**config.mk**
```make
export PLATFORM = sky130hd
export DESIGN_NAME = lab3_seg_scan
export DESIGN_NICKNAME = d
export VERILOG_FILES = /design/src/rtl/lab3_disp_pkg.sv /design/src/rtl/lab3_seg_decode.sv /design/src/rtl/lab3_seg_scan.sv
export SDC_FILE = /design/constraint.sdc
export NUM_CORES = 1
export LEC_CHECK = 0
export ABC_CLOCK_PERIOD_IN_PS = 2360
export CORE_MARGIN = 5
export CORE_UTILIZATION = 40
export CTS_CLUSTER_SIZE = 24
export DETAILED_ROUTE_END_ITERATION = 7
export GPL_ROUTABILITY_DRIVEN = 0
export HOLD_SLACK_MARGIN = 0.12
export PLACE_DENSITY = 0.69
export SETUP_SLACK_MARGIN = 0.02
export SYNTH_ARGS = -nofsm -noshare
export SYNTH_HDL_FRONTEND = slang
export SYNTH_SLANG_ARGS = --single-unit
```
**constraint.sdc**
```tcl
create_clock -name CLK -period 2.36 [get_ports CLK]
set_input_delay 0.354 -clock CLK [delete_from_list [all_inputs] [get_ports CLK]]
set_output_delay 0.354 -clock CLK [all_outputs]
set_load 0.005 [all_outputs]
```
**src/rtl/lab3_disp_pkg.sv**
```systemverilog
// Shared constants for the lab3 seven-segment display blocks.
// Segment vectors are {g,f,e,d,c,b,a}, active low.
package lab3_disp_pkg;

  typedef logic [1:0] pos_t;
  typedef logic [6:0] seg_t;

  localparam seg_t SEG_BLANK = 7'h7F;
  localparam seg_t SEG_DASH  = 7'h3F;

  // Standard hex glyphs, entry 15 first so HEX_GLYPH[v] is the glyph for v.
  localparam logic [15:0][6:0] HEX_GLYPH = {
    7'h0E, 7'h06, 7'h21, 7'h46, 7'h03, 7'h08, 7'h10, 7'h00,
    7'h78, 7'h02, 7'h12, 7'h19, 7'h30, 7'h24, 7'h79, 7'h40
  };

  // Display positions, 3 is the leftmost digit.
  localparam pos_t POS_DIGIT1 = 2'd3;
  localparam pos_t POS_DIGIT0 = 2'd2;
  localparam pos_t POS_COUNT1 = 2'd1;
  localparam pos_t POS_COUNT0 = 2'd0;

  // Decimal point separates the digit pair from the count pair.
  localparam pos_t DP_POS = 2'd2;

endpackage

```
**src/rtl/lab3_seg_decode.sv**
```systemverilog
// Combinational field-to-segment decoder.
//   field : 8-bit value; 0x00..0x0F shown as a hex glyph, anything larger as a dash
//   seg   : segments {g,f,e,d,c,b,a}, active low
module lab3_seg_decode
  import lab3_disp_pkg::*;
(
  input  logic [7:0] field,
  output logic [6:0] seg
);

  always_comb begin
    if (field[7:4] != 4'h0) begin
      seg = SEG_DASH;
    end else begin
      seg = HEX_GLYPH[field[3:0]];
    end
  end

endmodule

```
**src/rtl/lab3_seg_scan.sv**
```systemverilog
// Time-multiplexed 4-digit common-anode display driver for the lab3 classifier.
// Takes a snapshot of the four fields once per scan frame and blinks the display
// for WARN_HOLD frames after the last cycle with warning high.
//   CLK        : system clock, rising edge
//   clear      : synchronous active-high reset
//   digit1..count0 : upstream fields for positions 3..0
//   warning    : upstream warning level
//   an         : anode enables, active low
//   seg        : segments {g,f,e,d,c,b,a}, active low
//   dp         : decimal point, active low
//   frame_done : one-cycle pulse after each complete 4-position scan
module lab3_seg_scan
  import lab3_disp_pkg::*;
#(
  parameter int unsigned REFRESH_DIV = 4,
  parameter int unsigned BLINK_DIV   = 2,
  parameter int unsigned WARN_HOLD   = 8
) (
  input  logic       CLK,
  input  logic       clear,
  input  logic [7:0] digit1,
  input  logic [7:0] digit0,
  input  logic [7:0] count1,
  input  logic [7:0] count0,
  input  logic       warning,
  output logic [3:0] an,
  output logic [6:0] seg,
  output logic       dp,
  output logic       frame_done
);

  localparam int unsigned DivW   = (REFRESH_DIV > 1) ? $clog2(REFRESH_DIV) : 1;
  localparam int unsigned BlinkW = (BLINK_DIV > 1) ? $clog2(BLINK_DIV) : 1;
  localparam int unsigned WarnW  = $clog2(WARN_HOLD + 1);

  logic [DivW-1:0]   div_q, div_d;
  pos_t              pos_q, pos_d;
  logic [3:0][7:0]   snap_q, snap_d;
  logic [WarnW-1:0]  warn_q, warn_d;
  logic [BlinkW-1:0] blink_cnt_q, blink_cnt_d;
  logic              blink_ph_q, blink_ph_d;

  logic       div_tc;
  logic       frame_tick;
  logic       blank;
  logic [6:0] seg_raw;
  logic [3:0] an_d;
  logic [6:0] seg_d;
  logic       dp_d;

  assign div_tc     = (div_q == DivW'(REFRESH_DIV - 1));
  assign frame_tick = div_tc && (pos_q == POS_COUNT0);
  assign blank      = (warn_q != '0) && blink_ph_q;

  lab3_seg_decode u_decode (
    .field (snap_q[pos_q]),
    .seg   (seg_raw)
  );

  // Next-state logic for scan, snapshot, warn hold and blink.
  always_comb begin
    div_d       = div_tc ? '0 : div_q + DivW'(1);
    pos_d       = div_tc ? pos_q - 2'd1 : pos_q;  // 0 wraps naturally to 3
    snap_d      = frame_tick ? {digit1, digit0, count1, count0} : snap_q;

    warn_d = warn_q;
    if (warning) begin
      warn_d = WarnW'(WARN_HOLD);
    end else if (frame_tick && (warn_q != '0)) begin
      warn_d = warn_q - WarnW'(1);
    end

    blink_cnt_d = blink_cnt_q;
    blink_ph_d  = blink_ph_q;
    if (warn_q == '0) begin
      // Idle: park in the visible phase so the next sequence starts visible.
      blink_cnt_d = '0;
      blink_ph_d  = 1'b0;
    end else if (frame_tick) begin
      if (blink_cnt_q == BlinkW'(BLINK_DIV - 1)) begin
        blink_cnt_d = '0;
        blink_ph_d  = ~blink_ph_q;
      end else begin
        blink_cnt_d = blink_cnt_q + BlinkW'(1);
      end
    end
  end

  // Output decode; registered below, so outputs lag pos/snapshot by one cycle.
  always_comb begin
    an_d  = 4'hF;
    seg_d = SEG_BLANK;
    dp_d  = 1'b1;
    if (!blank) begin
      an_d  = ~(4'b0001 << pos_q);
      seg_d = seg_raw;
      dp_d  = (pos_q != DP_POS);
    end
  end

  always_ff @(posedge CLK) begin
    if (clear) begin
      div_q       <= '0;
      pos_q       <= POS_DIGIT1;
      snap_q      <= '0;
      warn_q      <= '0;
      blink_cnt_q <= '0;
      blink_ph_q  <= 1'b0;
      an          <= 4'hF;
      seg         <= SEG_BLANK;
      dp          <= 1'b1;
      frame_done  <= 1'b0;
    end else begin
      div_q       <= div_d;
      pos_q       <= pos_d;
      snap_q      <= snap_d;
      warn_q      <= warn_d;
      blink_cnt_q <= blink_cnt_d;
      blink_ph_q  <= blink_ph_d;
      an          <= an_d;
      seg         <= seg_d;
      dp          <= dp_d;
      frame_done  <= frame_tick;
    end
  end

endmodule

```
==> flow_metrics.py, run 1 <==
metrics = {
    "layout": {
        "finish.utilization_pct": 52.88,
        "syn2layout_area_growth_pct": 27.01,
        "final_area_um2": 2948,
        "final_layout_size_suffix_gt1_share_pct": 8.497,
        "finalNonFillerCells": 378,
        "nets": 353,
        "n_antenna_cell": 0,
    },
    "worst_setup_path": {
        "critPathCaptureType": "flip-flop",
        "critPathKind": "reg2reg",
        "start_kind": "flip-flop",
        "max_stage_delay_ps": 630,
        "critPathRequiredTime_ps": 2550,
        "cp.arrival_ps": 2260,
        "crit_fanout": 7,
        "slowest_stage": "mux4_2",
        "path_cells": "mux4_2 > inv_1 > ha_1 > nor2_1 > a211o_1",
    },
    "die": {
        "pin_count": 48,
        "rows": 27,
        "initial_core_util_pct": 41.64,
        "die_x_um": 86.18,
        "die_y_um": 86.18,
        "coreArea_um2": 5574,
        "dieArea_um2": 7426,
    },
    "logic_synthesis": {
        "syn_area_um2": 2321,
        "synthTopCellsByArea": "dfxtp_1 47%, nand2_1 12%, a21oi_1 7.5%",
        "synth_ff_type": "dfxtp_1",
        "synth_most_common_cell": "nand2_1",
        "syn_nets": 311,
        "ys_top_cells_by_count": "76 x nand2_1, 54 x dfxtp_1, 35 x a21oi_1",
        "ys_seq_elements": 54,
        "ys_seq_area_share_pct": 46.58,
        "synth_edf_count": 0,
        "yosys_warnings": 0,
        "synth.distinct_cells": 37,
        "yosysTopAreaCellShare_pct": 46.58,
        "synth_top_area_cell": "dfxtp_1",
        "syn_avg_cell_area_um2": 8.825,
        "async_flop_share_pct": 0,
        "syn_inst": 263,
    },
    "sta": {
        "setup_violations": 0,
        "period_needed_ps": 2065,
        "rsz0062_at_grt": "no",
        "worst_slew_pin_slew_ps": 428.1,
        "holdWs_ps": 448.1,
        "fin_ws_ps": 295.4,
        "max_freq_mhz": 484.4,
        "final_max_slew_viol_count": 0,
        "fin_crit_sh_pct": 87.48,
        "finClkSkew_ps": 4.803,
        "hold_violations": 0,
        "finalSetupTns_ps": 0,
        "maxSlewHeadroom_pct": 71.42,
    },
    "clock_tree": {
        "cts_sinks": 54,
        "cts_tree": "done",
        "cts_max_path_buffers": 2,
        "clk_root_buffer_cell": "clkbuf_8",
        "cts_setup_buffers": 0,
        "clkSlewWorstSetupHoldPaths_ps": 90,
        "ctsHtreeMaxLevel": 2,
        "cts_resized": 0,
        "cts-hold-fix-buffers": 0,
        "clk_latency_ps": 300,
        "cts_made_buffers": 5,
    },
    "pwr": {
        "p_per_area_nw_per_um2": 565.1,
        "total_power_mw": 1.666,
        "p_leak_nw": 1.104,
        "vdd_ir_drop_max_mv": 0.2870,
    },
    "place": {
        "dpl_worst_slack_ps": 310.1,
        "portBuffers": 47,
        "placed_cell_area_um2": 2839,
        "dp.cells": 370,
        "hpwl_mm": 3.593,
    },
    "route": {
        "detail_route.wl_per_cell_um": 13.09,
        "drcViolationCount": 0,
        "vias": 1849,
        "drt-initial-drc-count": 109,
        "postRouteAntennaNets": 0,
        "vias_per_cell": 4.892,
        "wl_mm": 4.949,
        "first_pass_iters": 4,
    },
    "global_routing": {
        "antenna_found_initial": 0,
        "globalRoute.busiestLayer": "met2",
        "use_met2_pct": 22.00,
        "grt_overflow_total": 0,
        "use_met3_pct": 3.707,
        "grt_max_degree": 44,
        "use_met1_pct": 17.80,
        "grt_pass1_vias": 1732,
        "grt_first_pass_wirelength_mm": 8.038,
        "track_usage_pct": 13.70,
    },
    "worst_hold_path": {
        "hold_path_class": "reg2reg",
    },
    "job": {
        "drv_cap": 0,
    },
    "outcome": {
        "status": "finished, final reports clean",
    },
}
[placed cells by master, fill, tap and decap left out, types with 4 or more instances in the layout]
| cell | n |
|---|---|
| ha_1 | 13 |
| dfxtp_1 | 54 |
| nor2_1 | 8 |
| clkbuf_8 | 5 |
| inv_1 | 9 |
| clkdlybuf4s50_1 | 47 |
| buf_4 | 6 |
| mux4_2 | 4 |
| nand2_1 | 76 |
| nor3_1 | 5 |
| a21oi_1 | 35 |
[critical path: cells and delay by family (launching register included)]
kind | cells | cell delay, ps
mux | 1 | 630
compound gates | 1 | 280
fa+ha+maj | 1 | 270
buf+inv | 1 | 160
simple gates | 1 | 70
flops | 1 | 550
[kinds of logic after synthesis]
logic type,after synthesis,synth area share [%]
simple gates,106,20.27
mux,9,6.146
xor+xnor,4,1.510
flops,54,46.58
buf+inv,27,5.229
fa+ha+maj,13,7.008
compound gates,50,13.26
[path summary, 6_finish.rpt]
check | from | to | slack, ps | depth (start not counted)
max | pos_q[1]$_SDFFE_PP1P_ | seg[2]$_SDFF_PP1_ | 300 | 5
min | div_q[0]$_SDFF_PP0_ | div_q[0]$_SDFF_PP0_ | 450 | 1
max reg2reg | pos_q[1]$_SDFFE_PP1P_ | seg[2]$_SDFF_PP1_ | 300 | 5
min reg2reg | div_q[0]$_SDFF_PP0_ | div_q[0]$_SDFF_PP0_ | 450 | 1
[power breakdown]
group | total, mW | leakage [nW] | switching (mW) | internal, mW
Clock | 0.607 | 0.0579 | 0.295 | 0.313
Combinational | 0.122 | 0.607 | 0.0400 | 0.0820
Sequential | 0.937 | 0.439 | 0.0105 | 0.926
Total | 1.67 | 1.10 | 0.345 | 1.32
[state kept, by name, summed over array words and instances (netlist names)]
signal,flops
snap_q,32
dp,1
blink_ph_q,1
warn_q,4
seg,7
an,3
div_q,2
pos_q,2
blink_cnt_q,1
frame_done,1
[per-layer routing]
layer	wire (um)	vias up
li1	-	960
met1	2355	844
met2	2258	40
met3	277	5
met4	58	0
met5	0	-
[area by class of cell]
type	count	area [um^2]
inverters	9	33.78
flip-flops and latches	54	1081
multi-input cells	182	1119
repair buffers	53	515.5
clock buffers	5	68.82
well taps	72	90.09
fillers	529	2626
clock inverters	3	40.04
Note: power is estimated with default switching activity, not from simulation.
==> inputs of run 2 (changes only) <==
--- a/config.mk
+++ b/config.mk
@@ -11,7 +11,6 @@
 export CTS_CLUSTER_SIZE = 24
 export DETAILED_ROUTE_END_ITERATION = 7
 export GPL_ROUTABILITY_DRIVEN = 0
-export HOLD_SLACK_MARGIN = 0.12
 export PLACE_DENSITY = 0.69
 export SETUP_SLACK_MARGIN = 0.02
 export SYNTH_ARGS = -nofsm -noshare
==> results of run 2 <==
The final DEF is identical to that of run 1; final timing and power are the same.
